$ cat config.mk
export PLATFORM = sky130hd
export DESIGN_NAME = imem_boot_loader
export DESIGN_NICKNAME = d
export VERILOG_FILES = /design/src/rtl/imem_boot_loader.sv
export SDC_FILE = /design/constraint.sdc
export NUM_CORES = 1
export LEC_CHECK = 0
export CORE_MARGIN = 2
export CORE_UTILIZATION = 43
export CTS_CLUSTER_DIAMETER = 150
export DETAILED_ROUTE_END_ITERATION = 12
export GPL_TIMING_DRIVEN = 0
export PLACE_DENSITY = 0.83
export SLEW_MARGIN = 20
export SYNTH_ARGS = -nofsm -noshare
export SYNTH_HDL_FRONTEND = slang
export SYNTH_SLANG_ARGS = --single-unit
$ cat constraint.sdc
create_clock -name clk -period 1.75 [get_ports clk]
set_input_delay 0.2625 -clock clk [delete_from_list [all_inputs] [get_ports clk]]
set_output_delay 0.2625 -clock clk [all_outputs]
set_load 0.03 [all_outputs]
$ cat src/rtl/imem_boot_loader.sv
// Byte-stream boot loader: assembles little-endian words into instruction memory
// and holds the processor in reset until a length-checked, checksummed image lands.
module imem_boot_loader #(
  parameter int ADDR_WIDTH = 6
) (
  input  logic                  clk,
  input  logic                  reset,
  input  logic                  start,
  input  logic                  byte_valid,
  input  logic [7:0]            byte_data,
  output logic                  byte_ready,
  output logic                  imem_we,
  output logic [63:0]           imem_addr,
  output logic [31:0]           imem_wdata,
  output logic                  cpu_reset,
  output logic [ADDR_WIDTH:0]   word_count,
  output logic                  done,
  output logic                  error
);

  typedef enum logic [2:0] {
    S_IDLE, S_LEN_LO, S_LEN_HI, S_DATA, S_WRITE, S_CSUM, S_DONE, S_ERROR
  } state_t;

  localparam logic [16:0] MAX_WORDS = 17'(1) << ADDR_WIDTH;

  state_t              state, state_next;
  logic [7:0]          len_lo;
  logic [15:0]         len;
  logic [1:0]          lane;
  logic [31:0]         word;
  logic [7:0]          csum;
  logic                xfer;
  logic [15:0]         len_in;
  logic                len_bad;
  logic [ADDR_WIDTH:0] wc_inc;

  assign xfer    = byte_valid & byte_ready;
  assign len_in  = {byte_data, len_lo};
  assign len_bad = (len_in == 16'd0) || ({1'b0, len_in} > MAX_WORDS);
  assign wc_inc  = word_count + 1'b1;

  always_ff @(posedge clk) begin
    if (reset) state <= S_IDLE;
    else       state <= state_next;
  end

  always_comb begin
    state_next = state;
    case (state)
      S_IDLE:   if (start) state_next = S_LEN_LO;
      S_LEN_LO: if (xfer) state_next = S_LEN_HI;
      S_LEN_HI: if (xfer) state_next = len_bad ? S_ERROR : S_DATA;
      S_DATA:   if (xfer && lane == 2'd3) state_next = S_WRITE;
      S_WRITE:  state_next = (16'(wc_inc) == len) ? S_CSUM : S_DATA;
      S_CSUM:   if (xfer) state_next = (byte_data == csum) ? S_DONE : S_ERROR;
      S_DONE,
      S_ERROR:  if (start) state_next = S_LEN_LO;
      default:  state_next = S_IDLE;
    endcase
  end

  // All outputs decode from state or registers, so byte_ready never depends on byte_valid.
  always_comb begin
    byte_ready = (state == S_LEN_LO) || (state == S_LEN_HI) ||
                 (state == S_DATA)   || (state == S_CSUM);
    imem_we    = (state == S_WRITE);
    done       = (state == S_DONE);
    error      = (state == S_ERROR);
    cpu_reset  = (state != S_DONE);
    imem_addr  = 64'(word_count) << 2;
    imem_wdata = word;
  end

  always_ff @(posedge clk) begin
    if (reset) begin
      len_lo     <= '0;
      len        <= '0;
      lane       <= '0;
      word       <= '0;
      csum       <= '0;
      word_count <= '0;
    end else begin
      case (state)
        S_LEN_LO: if (xfer) len_lo <= byte_data;
        S_LEN_HI: if (xfer) begin
          len        <= len_in;
          lane       <= '0;
          csum       <= '0;
          word_count <= '0;
        end
        S_DATA: if (xfer) begin
          word[{lane, 3'b000} +: 8] <= byte_data;
          csum                      <= csum ^ byte_data;
          lane                      <= lane + 2'd1;
        end
        S_WRITE: word_count <= wc_inc;
        default: ;
      endcase
    end
  end

endmodule

==> results.txt, run 1 <==
The post-CTS clock slew at the launch and capture registers of the worst setup and hold paths came out at 0.08 ns. Measured on the finished design, the core utilization comes to 0.584. The number of top-level design ports came out at between 100 and 150. The pre-antenna-repair detailed-routing pass consisted of 6 iterations.

After detailed routing, the number of vias per cell comes to 5.18. For the worst setup path, the data required time is between 1.5 and 2 ns. The nature of the critical path startpoint is a flop. The number of clock sinks seen by CTS is 76. Buffers placed on the I/O ports in this run total 52. The cell sitting at the root of the clock tree is a clkbuf_8. The overall power of the completed layout came out at 4030 uW. For this block, the initial DRC count from the detailed router was 316. The final worst-path setup slack came out at 0.0304 ns.

The routed length per placed instance is between 10 and 15 um. The worst pin sits at a relative slew slack of 0.533. The total count of hold-check failures in the final report is 0. The total number of yosys warnings came out at 0. Data on the critical path arrives at its endpoint at 1.92 ns.

The most common cell after layout, fill and taps aside is buf_4. The placer congestion estimate is 0.891. The number of routed nets with antenna violations came out at 0.

The clock latency of the later-clocked register in the worst-skew pair is 0.35 ns. From left edge to right edge, the die measures 101 um. The critical path is of the flop to flop type.

The signal on the critical path passes through buf_6 > and4b_1 > buf_6 > buf_2 > nand2_1 > nand2_1 > a21oi_1. The number of enable flip-flop cells after synthesis is 0. The average size of a mapped cell came out at ~7.9 sq um. The via count of the first global-routing pass is ~3700. The top layer used by detailed routing is met4. The leakage power summed over all cells is ~0.0022 uW.

The library cells used most frequently in the layout, excluding fill and tap cells, are 74 x buf_4, 68 x nand2_1, 68 x dfxtp_1. The half-perimeter wire length after placement is between 7000 and 8000 um. The wire length on met2 is between 5000 and 6000 um.

The final net count came out at 653. In this run the worst path has a maximum fanout of 10. The run finished with clean final reports. The share of Yosys cell area claimed by the top area cell type is 0.379. The first-pass GRT wire length came out at ~17000 um.

The post-synthesis sequential area ratio is 0.379. The share of synthesized registers carrying an async set or reset came out at 0. After detailed routing, the met3 layer carries 937 um of wire. The slew at the pin with the worst max-slew slack came out at around 0.7 ns. The number of antenna diodes came out at 0. The floorplan step set the die height to roughly 100 um. The peak supply drop is 0.705 mV. The die covers 10100 sq um. For this run, design rule violations remaining after detail routing come to 0. The global-route usage over all layers came out at 0.212.

Among all flip-flop cells after synthesis, the most frequent one is dfxtp_1. The final count of pins violating max slew came out at 0. The largest individual stage delay along the critical path comes from the cell dfxtp_2. The peak per-stage delay on the critical path came out at 0.34 ns. The number of buffers inserted by hold repair at cts came out at 0. The area of the core is ~9200 sq um. The number of vias after detailed routing is 3892. The total power per unit cell area came out at 755 nW/um^2. The fraction of final layout cells sized beyond drive strength 1 came out at 0.219. The pin count of the biggest net entering global routing is 15. The clock buffer count from CTS is 9. The detailed-route wire length is between 10000 and 15000 um.

The leftover overflow at the end of global routing came out at 0. The reported max-cap violation count came out at 0. dfxtp_1 takes more of the synthesized area than any other cell. The worst slack after detailed placement is -0.465 ns. The clock period minus final worst setup slack came out at 1.72 ns. The distinct cell type count of the synthesized netlist came out at 54. In this run the core area contains 35 standard-cell rows. The number of levels in the clock H-tree came out at 3. The number of buffers on the longest clock path came out at 2.

Setup violations remaining at the end of the flow were counted as 0. The synthesized instance count is 506. Based on the critical path, the design can be clocked at up to 0.582 GHz. TritonCTS built the clock tree. The detailed router put a total of 4270 um of wire on met1. The effective utilization at floorplan came out at 0.439. The worst setup path is captured at a flop. Sorting the synthesized cells by area gives the leading types as dfxtp_1 38%, buf_4 12%, a21oi_1 7.7%. The final worst-path cycle share is 0.983.

The initial antenna violation count came out at 0. The post-route clock skew came out at 0.00720 ns. In this run, synthesis produced a sequential element count of between 70 and 80.

The synthesis-to-layout area growth came out at 32.9%. The post-synthesis cell area came out at 4020 sq um. The worst hold-check path type is primary input to flop.
-- timing repair --
item / CTS / global route
gates resized for setup: 53 / 29
setup endpoints to repair: 47 / 54
setup buffers: 3 / 7
gates cloned: 0 / 1
pin swaps: 2 / 6
-- cell families (layout without fill, tap and decap cells) --
| logic type | Yosys count | in the layout | share of synthesized area |
|---|---|---|---|
| AOI/OAI and AO/OA | 100 | 100 | 0.140 |
| muxes | 10 | 10 | 0.0252 |
| buffers and inverters | 106 | 184 | 0.165 |
| DFF | 76 | 76 | 0.379 |
| xor gates and xnor gates | 18 | 18 | 0.0392 |
| adders and majority gates | 6 | 6 | 0.0187 |
| and+or+nand+nor | 189 | 189 | 0.232 |
| other | 1 | 57 | 0.000933 |
-- worst paths after layout --
kind | startpoint | endpoint | slack, ns | cells past startpoint
worst max-delay path | state[0] | imem_wdata[30] | 0.03 | 7
worst min-delay path | byte_valid | lane[1] | 0.27 | 3
worst max register to register | state[0] | imem_wdata[30] | 0.03 | 7
worst min register to register | imem_wdata[1] | imem_wdata[1] | 0.45 | 2
-- state kept, by name, indices dropped and copies added, names as in the netlist --
| name | flops |
|---|---|
| state | 3 |
| word_count | 7 |
| len | 16 |
| len_lo | 8 |
| imem_wdata | 32 |
| csum | 8 |
| lane | 2 |
-- routing by layer --
| layer | up-vias | global-route usage |
|---|---|---|
| met5 | - | 0 |
| met4 | 0 | 0.0738 |
| met3 | 31 | 0.0673 |
| met2 | 194 | 0.372 |
| met1 | 1813 | 0.243 |
| li1 | 1854 | - |
-- worst max-delay path, delay by kind of cell (launching register included) --
| kind | cells | cell delay [ns] |
|---|---|---|
| AND/OR/NAND/NOR | 3 | 0.64 |
| buffers and inverters | 3 | 0.50 |
| flip-flops | 1 | 0.34 |
| AO/OA/AOI/OAI | 1 | 0.09 |
-- synthesized netlist by cell type, drive strengths merged, types with 2 or more instances --
library cell	number
nor3	9
nand4	5
nor2b	2
a22oi	8
mux2i	9
dfxtp	76
a31oi	2
xor2	10
o22ai	3
nand2	70
or3	2
nor2	39
a21oi	62
nor3b	2
xnor2	8
o21ai	14
nand3	33
inv	7
and3	2
buf	84
clkbuf	15
nor4	3
ha	6
nand3b	10
nand2b	4
and2	4
a211oi	2
-- through the flow --
step | area (sq um) | instances | hold slack, ns | setup TNS, ns
finish | 5340 | 751 | 0.273 | 0
floorplan | 4240 | 562 | 0.436 | -0.469
global route | 5340 | 751 | 0.275 | -0.0537
detailed placement | 4900 | 725 | 0.447 | -11.57
global placement | 4900 | 725 | 0.438 | -7.13
CTS | 5200 | 744 | 0.256 | -0.00201
-- layout make-up --
type / instances / area (sq um)
multi-input combinational: 380 / 2160
inverter: 7 / 35.0
clock buffer: 10 / 128
tap: 111 / 139
timing repair buffer: 63 / 577
clock inverter: 6 / 95.1
sequential: 76 / 1540
buffer: 98 / 664
fill: 811 / 3810
-- power breakdown --
part           internal, uW  leakage, uW  switching [uW]  total [uW]
combinational           256      0.00149             479         735
clock                   819     0.000111             690        1510
sequential             1760     0.000618            30.3        1790
No activity file was read; power rests on OpenSTA's default activity.
==> run 2: changes to the inputs <==
--- a/config.mk
+++ b/config.mk
@@ -11,6 +11,7 @@
 export DETAILED_ROUTE_END_ITERATION = 12
 export GPL_TIMING_DRIVEN = 0
 export PLACE_DENSITY = 0.83
+export REMOVE_ABC_BUFFERS = 1
 export SLEW_MARGIN = 20
 export SYNTH_ARGS = -nofsm -noshare
 export SYNTH_HDL_FRONTEND = slang
==> results.txt, run 2 (synthesis gave the netlist of run 1 again) <==
The first global-routing pass estimated about 15000 um of wire. The total overflow left after global routing is 0. The clock buffer count from CTS is 9. The data arrival time of the critical path came out at 1.98 ns. The detail route stage leaves a number of antenna-violating nets equal to 0. After clock tree synthesis, the clock-pin slew on the worst setup and hold paths is 0.08 ns. The flip-flop count of the largest register after layout is 32. TritonCTS built the clock tree. STA classifies the critical path startpoint as a flop.

The flow ran to the end, and the final reports show no timing, DRC or antenna violations. The number of antenna diodes came out at 0. The worst flop-to-flop path startpoint is lane[0]. Across all hold checks on the routed design, the worst slack comes to roughly 0.41 ns. The DRC violation count after routing came out at 0.

The via count of the first global-routing pass came out at 3106. The area of all placed cells without fillers is 4740 sq um. The critical path class is flop to flop. Derived from the worst setup path, the maximum achievable clock frequency is 0.592 GHz.

The synthesis-to-layout area growth came out at 17.9%. The total count of hold-check failures in the final report came to 0. The die area is around 10000 sq um. The x dimension of the die came out at 101 um.

The leakage power summed over all cells came out at 0.00187 uW. The final net count is between 500 and 600. Max-cap violations in this run came to 0. Setup repair after global routing could not meet its margin everywhere. The routed length per placed instance is 13.9 um.

The buffer type at the clock tree root is clkbuf_8. The number of levels in the clock H-tree is 3. The number of top-level design ports is 120.

The count of buffers from port buffering came out at 62. Counting every sink on the clock net gives 76. The first routing iteration left ~200 violations. The clock period minus final worst setup slack is 1.69 ns. The origin of the worst setup path is lane[0]. The initial utilization of the core area, before any placement, comes to 0.439.

The area of the core is 9150 sq um. In this run the most critical hold path is launched from byte_valid. In the finished design, the share of the clock period the worst path needs comes to 0.966. The number of buffers inserted by hold repair at cts is 0. In the routed layout, each cell is associated on average with a via count of ~5.2. The worst-case IR drop observed on VDD is 0.449 mV. STA classifies the critical path endpoint as a flop.

The filler cells instantiated in the layout total 857. The worst hold-check path type is primary input to flop. The worst endpoint required time is 2.04 ns. Clock latency on the worst-skew pair, taken at its later pin, is 0.36 ns. The library cells used most frequently in the layout, excluding fill and tap cells, are 70 x dfxtp_1, 69 x nand2_1, 61 x a21oi_1. Detailed placement ended at an HPWL of 5940 um. The largest fanout on the critical path came out at 8. The initial antenna violation count is 0. The detailed-route wire length came out at 9220 um. After floorplanning, the core was divided into 35 placement rows.

The number of endpoints failing setup at the final stage came out at 0. The most common cell after layout, fill and taps aside is dfxtp_1. For the pin with the worst max-slew slack, the measured transition is 0.764 ns.

The floorplan step set the die height to ~100 um. The placer congestion estimate is 0.812. The longest clock path from root to sink contains 2 buffers. The post-route clock skew came out at 0.0119 ns. Detailed routing inserted a total of 3443 vias. The final count of pins violating max slew came to 0. The total power per unit cell area came out at 764 nW/um^2.

In the global route stage, overall resource usage came out at 0.181. The pin count of the biggest net entering global routing came out at 78. The cell area after placement came out at 4370 sq um.

The first-pass detailed-route iteration total is 4. The relative max-transition margin is 0.491. In the final layout, the share of cells above drive strength 1 is 0.113.
[run 2: cell count changes in the layout (fill, tap and decap cells not counted), moves of 3 or more]
cell            previous run  this run
clkbuf_2                   1         4
dlymetal6s2s_1             2         7
buf_1                      7         0
buf_2                     11         0
clkbuf_1                  14         0
buf_6                      5         1
buf_4                     74         9
dlygate4sd2_1              8        12
[run 2: metal layers]
layer / wire length, um / up-vias / track usage
li1: - / 1669 / -
met1: 3930 / 1618 / 0.231
met2: 4420 / 141 / 0.289
met3: 681 / 15 / 0.0541
met4: 192 / 0 / 0.0674
met5: 0 / - / 0
[run 2: cell type report]
cell class              instances  area (sq um)  area share
multi-input cells             380          2170       0.457
flip-flops and latches         76          1540       0.325
repair buffers                 71           669       0.141
clock buffers                  11           151      0.0320
well taps                     111           139      0.0293
inverters                       7          37.5     0.00792
clock inverters                 5          33.8     0.00713
[run 2: worst max-delay path: stages (launching register included)]
cell and delay, ns:
dfxtp_4 0.43, clkinvlp_4 0.17, ha_4 0.37, nor3b_4 0.19, buf_4 0.19, nand3_1 0.11, a21oi_2 0.17
[run 2: timing repair]
action | CTS | global route
pin swaps | 3 | 2
setup endpoints to repair | 74 | 65
gates resized for setup | 50 | 24
setup buffers | 5 | 3
hold endpoints to repair | 0 | 0
[run 2: worst paths after layout]
path | slack, ns | endpoint | cells after the start
hold reg to reg | 0.46 | imem_wdata[18] | 2
hold / removal | 0.41 | lane[1] | 3
setup reg to reg | 0.06 | imem_wdata[16] | 6
setup / recovery | 0.06 | imem_wdata[16] | 6
[run 2: power breakdown]
| part | switching [uW] | internal, uW | leakage, uW |
|---|---|---|---|
| Sequential | 56.7 | 1760 | 0.000617 |
| Combinational | 408 | 150 | 0.00116 |
| Clock | 650 | 592 | 0.0000917 |
| Total | 1120 | 2500 | 0.00187 |
[run 2: per-stage QoR]
| stage | power [uW] | cells | setup slack (ns) | setup TNS [ns] | utilization |
|---|---|---|---|---|---|
| 6_report | 3620 | 661 | 0.0596 | 0 | 0.518 |
| 5_1_grt | 3770 | 661 | -0.0375 | -0.143 | 0.518 |
| 4_1_cts | 3630 | 658 | 0.00250 | 0 | 0.510 |
| 3_5_place_dp | 2380 | 637 | -0.701 | -25.67 | 0.478 |
| 3_3_place_gp | 2370 | 636 | -2.14 | -99.31 | 0.475 |
| 2_1_floorplan | 2210 | 463 | -0.827 | -16.00 | - |
==> run 3: changes to the inputs <==
--- a/config.mk
+++ b/config.mk
@@ -10,7 +10,7 @@
 export CTS_CLUSTER_DIAMETER = 150
 export DETAILED_ROUTE_END_ITERATION = 12
 export GPL_TIMING_DRIVEN = 0
-export PLACE_DENSITY = 0.83
+export PLACE_DENSITY_LB_ADDON = 0.15
 export REMOVE_ABC_BUFFERS = 1
 export SLEW_MARGIN = 20
 export SYNTH_ARGS = -nofsm -noshare
==> results.txt, run 3 (synthesis gave the netlist of run 1 again) <==
The floorplan has 35 rows. The number of endpoints failing setup at the final stage came out at 0. The overall die height is 101 um. The peak supply drop came out at 0.452 mV. On the final layout, the worst hold slack is 0.266 ns. The number of antenna diodes came out at 0. The number of levels in the clock H-tree is 3.

In the finished design, the share of the clock period the worst path needs comes to 0.973. The tool flagged a number of max-cap violations equal to 0. The layout filler cell count came out at 877. The share of total power dissipated in sequential elements is 0.498. The via count of the first global-routing pass is around 3000. The clock buffer count from CTS came out at 9. The top cell types in the final layout, fill and taps aside, are 69 x nand2_1, 69 x dfxtp_1, 62 x a21oi_1. The run finished with clean final reports. The pin count of the biggest net entering global routing came out at 54.

Of the total power, combinational logic draws 0.158. The leftover overflow at the end of global routing came out at 0. The largest single stage delay on the critical path is ~0.68 ns. At the end of routability-driven placement, the weighted congestion stood at 0.742. For this configuration, the core starts out at a cell density of 0.439. Traced cell by cell, the critical path runs through clkdlybuf4s50_1. The first-pass detailed-route iteration total is 4. The total internal power came out at around 2500 uW. The per-cell via count in the routed design came out at 5.05. The master of the slowest instance on the critical path is clkdlybuf4s50_1. The relative max-transition margin came out at 0.585. After detailed placement, the total cell area comes to 4390 sq um.

STA classifies the critical path endpoint as an output port. The area of the core is 9150 sq um. The final net count came out at 572. The share of total power dissipated in the clock network is 0.343. The critical path is of the flop to output port type. The largest fanout on the critical path came out at 7.

In this run the deepest clock path goes through 2 buffers. For this design the static power due to leakage is approximately 0.0019 uW. The routed length per placed instance is 14.1 um.

For this design the total switching power over the nets is 1130 uW. The detailed-route wire length is roughly 9500 um. STA classifies the critical path startpoint as a flop. The worst endpoint required time is between 1 and 1.5 ns.

Of the total power, the share spent switching nets is 0.310. The DRC violation count after routing came out at 0. The number of top-level design ports is 120. The maximum clock frequency came out at 0.587 GHz. The die area came out at 10100 sq um. For this run, the total global-route usage over all layers was measured as 0.188.

The number of routed nets with antenna violations is 0. The sum of buffers and inverters on the critical path came out at 1. For the worst-skew pair, the clock arrives at the later sink with an insertion delay of ~0.36 ns. The number of cells after detailed placement came out at 638. The worst slack after detailed placement came out at -0.727 ns. The total count of hold-check failures in the final report came out at 0. The final count of pins violating max slew was 0.

In this run, the number of DRC markers left after iteration 0 of detailed routing was around 190. The final worst-path setup slack came out at 0.0468 ns. The initial antenna violation count came out at 0. The slew at the pin with the worst max-slew slack is 0.619 ns. The register with the most flip-flops in the layout has 32 of them. In this run the clock root is driven by a clkbuf_8. Grouping stages by cell kind, the critical path spends the most delay in buffers and inverters. The data arrival time of the critical path is 1.44 ns. The number of vias after detailed routing came out at 3382. The total power per unit cell area came out at between 700 and 800 nW/um^2. The synthesis-to-layout area growth is 19.7%. The clock period minus final worst setup slack came out at 1.70 ns. The final cell count without fillers is 670. TritonCTS built the clock tree.

The tightest min-delay check is of the primary input to flop type. Setup repair after global routing could not meet its margin everywhere. The first-pass GRT wire length is 15100 um.

After clock tree synthesis, the clock-pin slew on the worst setup and hold paths is 0.08 ns. The count of buffers from port buffering came out at 62. The fraction of final layout cells sized beyond drive strength 1 came out at 0.116. The die is 101 um wide. Once detailed placement completed, the half-perimeter wirelength came to 6090 um.

Summing all non-filler instances in the final layout gives an area of 4810 sq um. The post-route clock skew is 0.00993 ns. The number of clock sinks seen by CTS came out at 76.
## run 3: through the flow
stage	total power (uW)	utilization	TNS (ns)
CTS	3650	0.510	0
global route	3790	0.526	-0.136
finish	3650	0.526	0
detailed placement	2400	0.480	-29.16
floorplan	2210	-	-16.00
global placement	2380	0.475	-112.88
## run 3: final timing paths
check	from	endpoint	slack, ns	depth (start not counted)
max reg2reg	lane[0]	state[1]	0.09	6
min	reset	imem_wdata[14]	0.27	2
min reg2reg	imem_wdata[16]	imem_wdata[16]	0.46	2
max	word_count[1]	imem_addr[3]	0.05	1
## run 3: area by class of cell
type	instances	area [sq um]	area share
Clock buffer	13	159	0.0330
Clock inverter	3	21.3	0.00442
Inverter	7	37.5	0.00780
Multi-Input combinational cell	380	2150	0.448
Sequential cell	76	1550	0.321
Tap cell	111	139	0.0289
Timing Repair Buffer	80	756	0.157
## run 3: what timing repair did
action                                  CTS  global route
resized for setup                        52            14
hold buffers                              0             0
hold endpoints to repair                  0             0
pin swaps                                 1             3
buffers inserted                          2            14
endpoints found under the setup margin   76            67
## run 3: power by group through the flow
| stage | Sequential, uW | Clock [uW] | Combinational, uW |
|---|---|---|---|
| final | 1820 | 1250 | 578 |
| after global placement | 1850 | 0 | 531 |
| after global routing | 1820 | 1340 | 630 |
| after detailed placement | 1850 | 0 | 547 |
| after CTS | 1820 | 1270 | 554 |
| after floorplan | 1850 | 0 | 365 |
## run 3: routing by layer
layer | track usage | routed length (um) | up-vias | share of wire
met3 | 0.0458 | 468 | 16 | 0.049
met2 | 0.292 | 4340 | 96 | 0.46
met4 | 0.0685 | 180 | 0 | 0.019
li1 | - | - | 1692 | -
met1 | 0.255 | 4490 | 1578 | 0.47
met5 | 0 | 0 | - | 0
==> patch (settings of run 2) <==
Set the parameter `ADDR_WIDTH` to 7 (it was 6).
--- a/src/rtl/imem_boot_loader.sv
+++ b/src/rtl/imem_boot_loader.sv
@@ -3,3 +3,3 @@
 module imem_boot_loader #(
-  parameter int ADDR_WIDTH = 6
+  parameter int ADDR_WIDTH = 7
 ) (
Ports: changed (resized word_count); port bits go from 120 to 121. The function was not compared with the original's and may differ.
==> patch against run 2 <==
- wire length is 14% higher
- maximum frequency shrank 3.1%
- synthesized area up 1.1%
- global-route usage is 2.0 points higher
- final area grew 7.2%
- setup slack got worse by 0.054 ns
- worst hold slack better by 0.039 ns
- via count rose by 7.7%
- sequential cell count rose by 1
- critical path type unchanged
- largest cell class unchanged
Power is not compared: it rests on default switching activity, and its combinational part moved more than twofold at a synthesized area within 25%.
==> patch: results (changes against run 2) <==
grt:
  use_met1_pct: 23.5  # +0.39 points
  gr-usage-all-layers_pct: 20.1  # +2.0 points
  grt_max_degree: 80  # +2.6%
  first_global_vias: 3465  # +12%
  grt_use_met2_pct: 34.2  # +5.4 points
  grt_pass1_wl_microns: 16300  # +11%
drt:
  wl_per_cell_microns: 15.0  # +7.7%
  routed_wl_microns: 10500  # +14%
  drt_iter0_markers: 190  # -4.5%
  vias_per_cell: 5.30  # +1.7%
  drtPass1Iterations: 5  # +1
placement:
  gp_congestion: 0.792  # -2.5%
  dpl.hpwl_microns: 6410  # +7.9%
  pre_cts_slack_ns: -0.949  # -0.248 ns
  dp.cells: 654  # +2.7%
  numPortBuffers: 64  # +3.2%
pwr:
  p_leak_nw: 1.88
status:
  status: "finished, final reports clean"
clock_network:
  cts_htree_levels: 3  # unchanged
  cts_made_buffers: 9  # unchanged
critical_path:
  cp_max_fo: 9  # +1
  critPathArrivalTime_ns: 2.01  # +0.03 ns
timing:
  slew_headroom_pct: 46.0  # -3.0 points
finish:
  drive_gt1_share_pct: 17.0  # +5.7 points
  nFillCells: 846  # -1.3%
  final_nets: 603  # +7.1%
synthesis:
  yosysSeqAreaShare_pct: 38.0  # +0.096 points
  synth.top_cells.by_area: "dfxtp_1 38%, buf_4 12%, a21oi_1 8.7%"
  syn_area_per_cell_sq_um: 7.81  # -1.7%
hold_path:
  hp-class: "reg -> reg"
[patch: worst paths after layout]
path | from | end | slack (ns) | cells past startpoint
setup / recovery | state[1] | word_count[5] | 0.005 | 5
hold reg to reg | imem_wdata[23] | imem_wdata[23] | 0.45 | 2
hold / removal | imem_wdata[23] | imem_wdata[23] | 0.45 | 2
setup reg to reg | state[1] | word_count[5] | 0.005 | 5
[patch: per-layer routing]
layer	share of wire [%]	vias up
met1	40	1743
li1	-	1771
met4	1.6	0
met5	0	-
met2	52	172
met3	6.8	22
[patch: area by class of cell]
| type | count | area (sq um) | area share [%] |
|---|---|---|---|
| tap | 111 | 139 | 2.74 |
| multi-input combinational | 392 | 2240 | 44.1 |
| clock inverter | 5 | 85.1 | 1.68 |
| timing repair buffer | 95 | 862 | 17.0 |
| inverter | 10 | 48.8 | 0.961 |
| clock buffer | 10 | 128 | 2.51 |
| sequential | 77 | 1580 | 31.1 |
[patch: metrics by stage]
| step | setup TNS [ns] | utilization (%) | power (W) | cell area (sq um) | hold WS (ns) |
|---|---|---|---|---|---|
| 2_1_floorplan | -3.51 | - | 0.00287 | 3660 | 0.332 |
| 3_3_place_gp | -85.72 | 48.2 | 0.00322 | 4440 | 0.442 |
| 3_5_place_dp | -54.00 | 48.2 | 0.00326 | 4430 | 0.446 |
| 4_1_cts | -0.366 | 52.9 | 0.00489 | 4870 | 0.458 |
| 5_1_grt | -0.160 | 55.2 | 0.00531 | 5080 | 0.462 |
| 6_report | 0 | 55.2 | 0.00509 | 5080 | 0.451 |
[patch: kinds of logic after synthesis]
kind of cell	count (synthesis)	synth area share, %
flip-flops	77	38.0
AO/OA/AOI/OAI	105	14.1
multiplexers	10	2.46
XOR/XNOR	18	3.88
adder cells (fa/ha/maj)	6	1.85
other	1	0.0923
AND/OR/NAND/NOR	197	23.7
buffers and inverters	106	16.0
[patch: where the power goes]
part / leakage, nW / internal, W / total (W) / switching (W)
clock: 0.103 / 0.000803 / 0.00147 / 0.000666
sequential: 0.629 / 0.00188 / 0.00202 / 0.000144
combinational: 1.15 / 0.000617 / 0.00160 / 0.000981
total: 1.88 / 0.00330 / 0.00509 / 0.00179
[patch: what timing repair did]
| item | in CTS | in global routing |
|---|---|---|
| buffers inserted | 12 | 19 |
| gates resized for setup | 59 | 29 |
| endpoints found under the setup margin | 94 | 71 |
| pin swaps | 4 | 8 |
[patch: worst max-delay path, stage by stage (launching register included)]
cell	delay, ns
dfxtp_4	0.38
nand2b_4	0.15
nand2b_4	0.15
buf_4	0.16
or4_2	0.65
a21oi_1	0.17
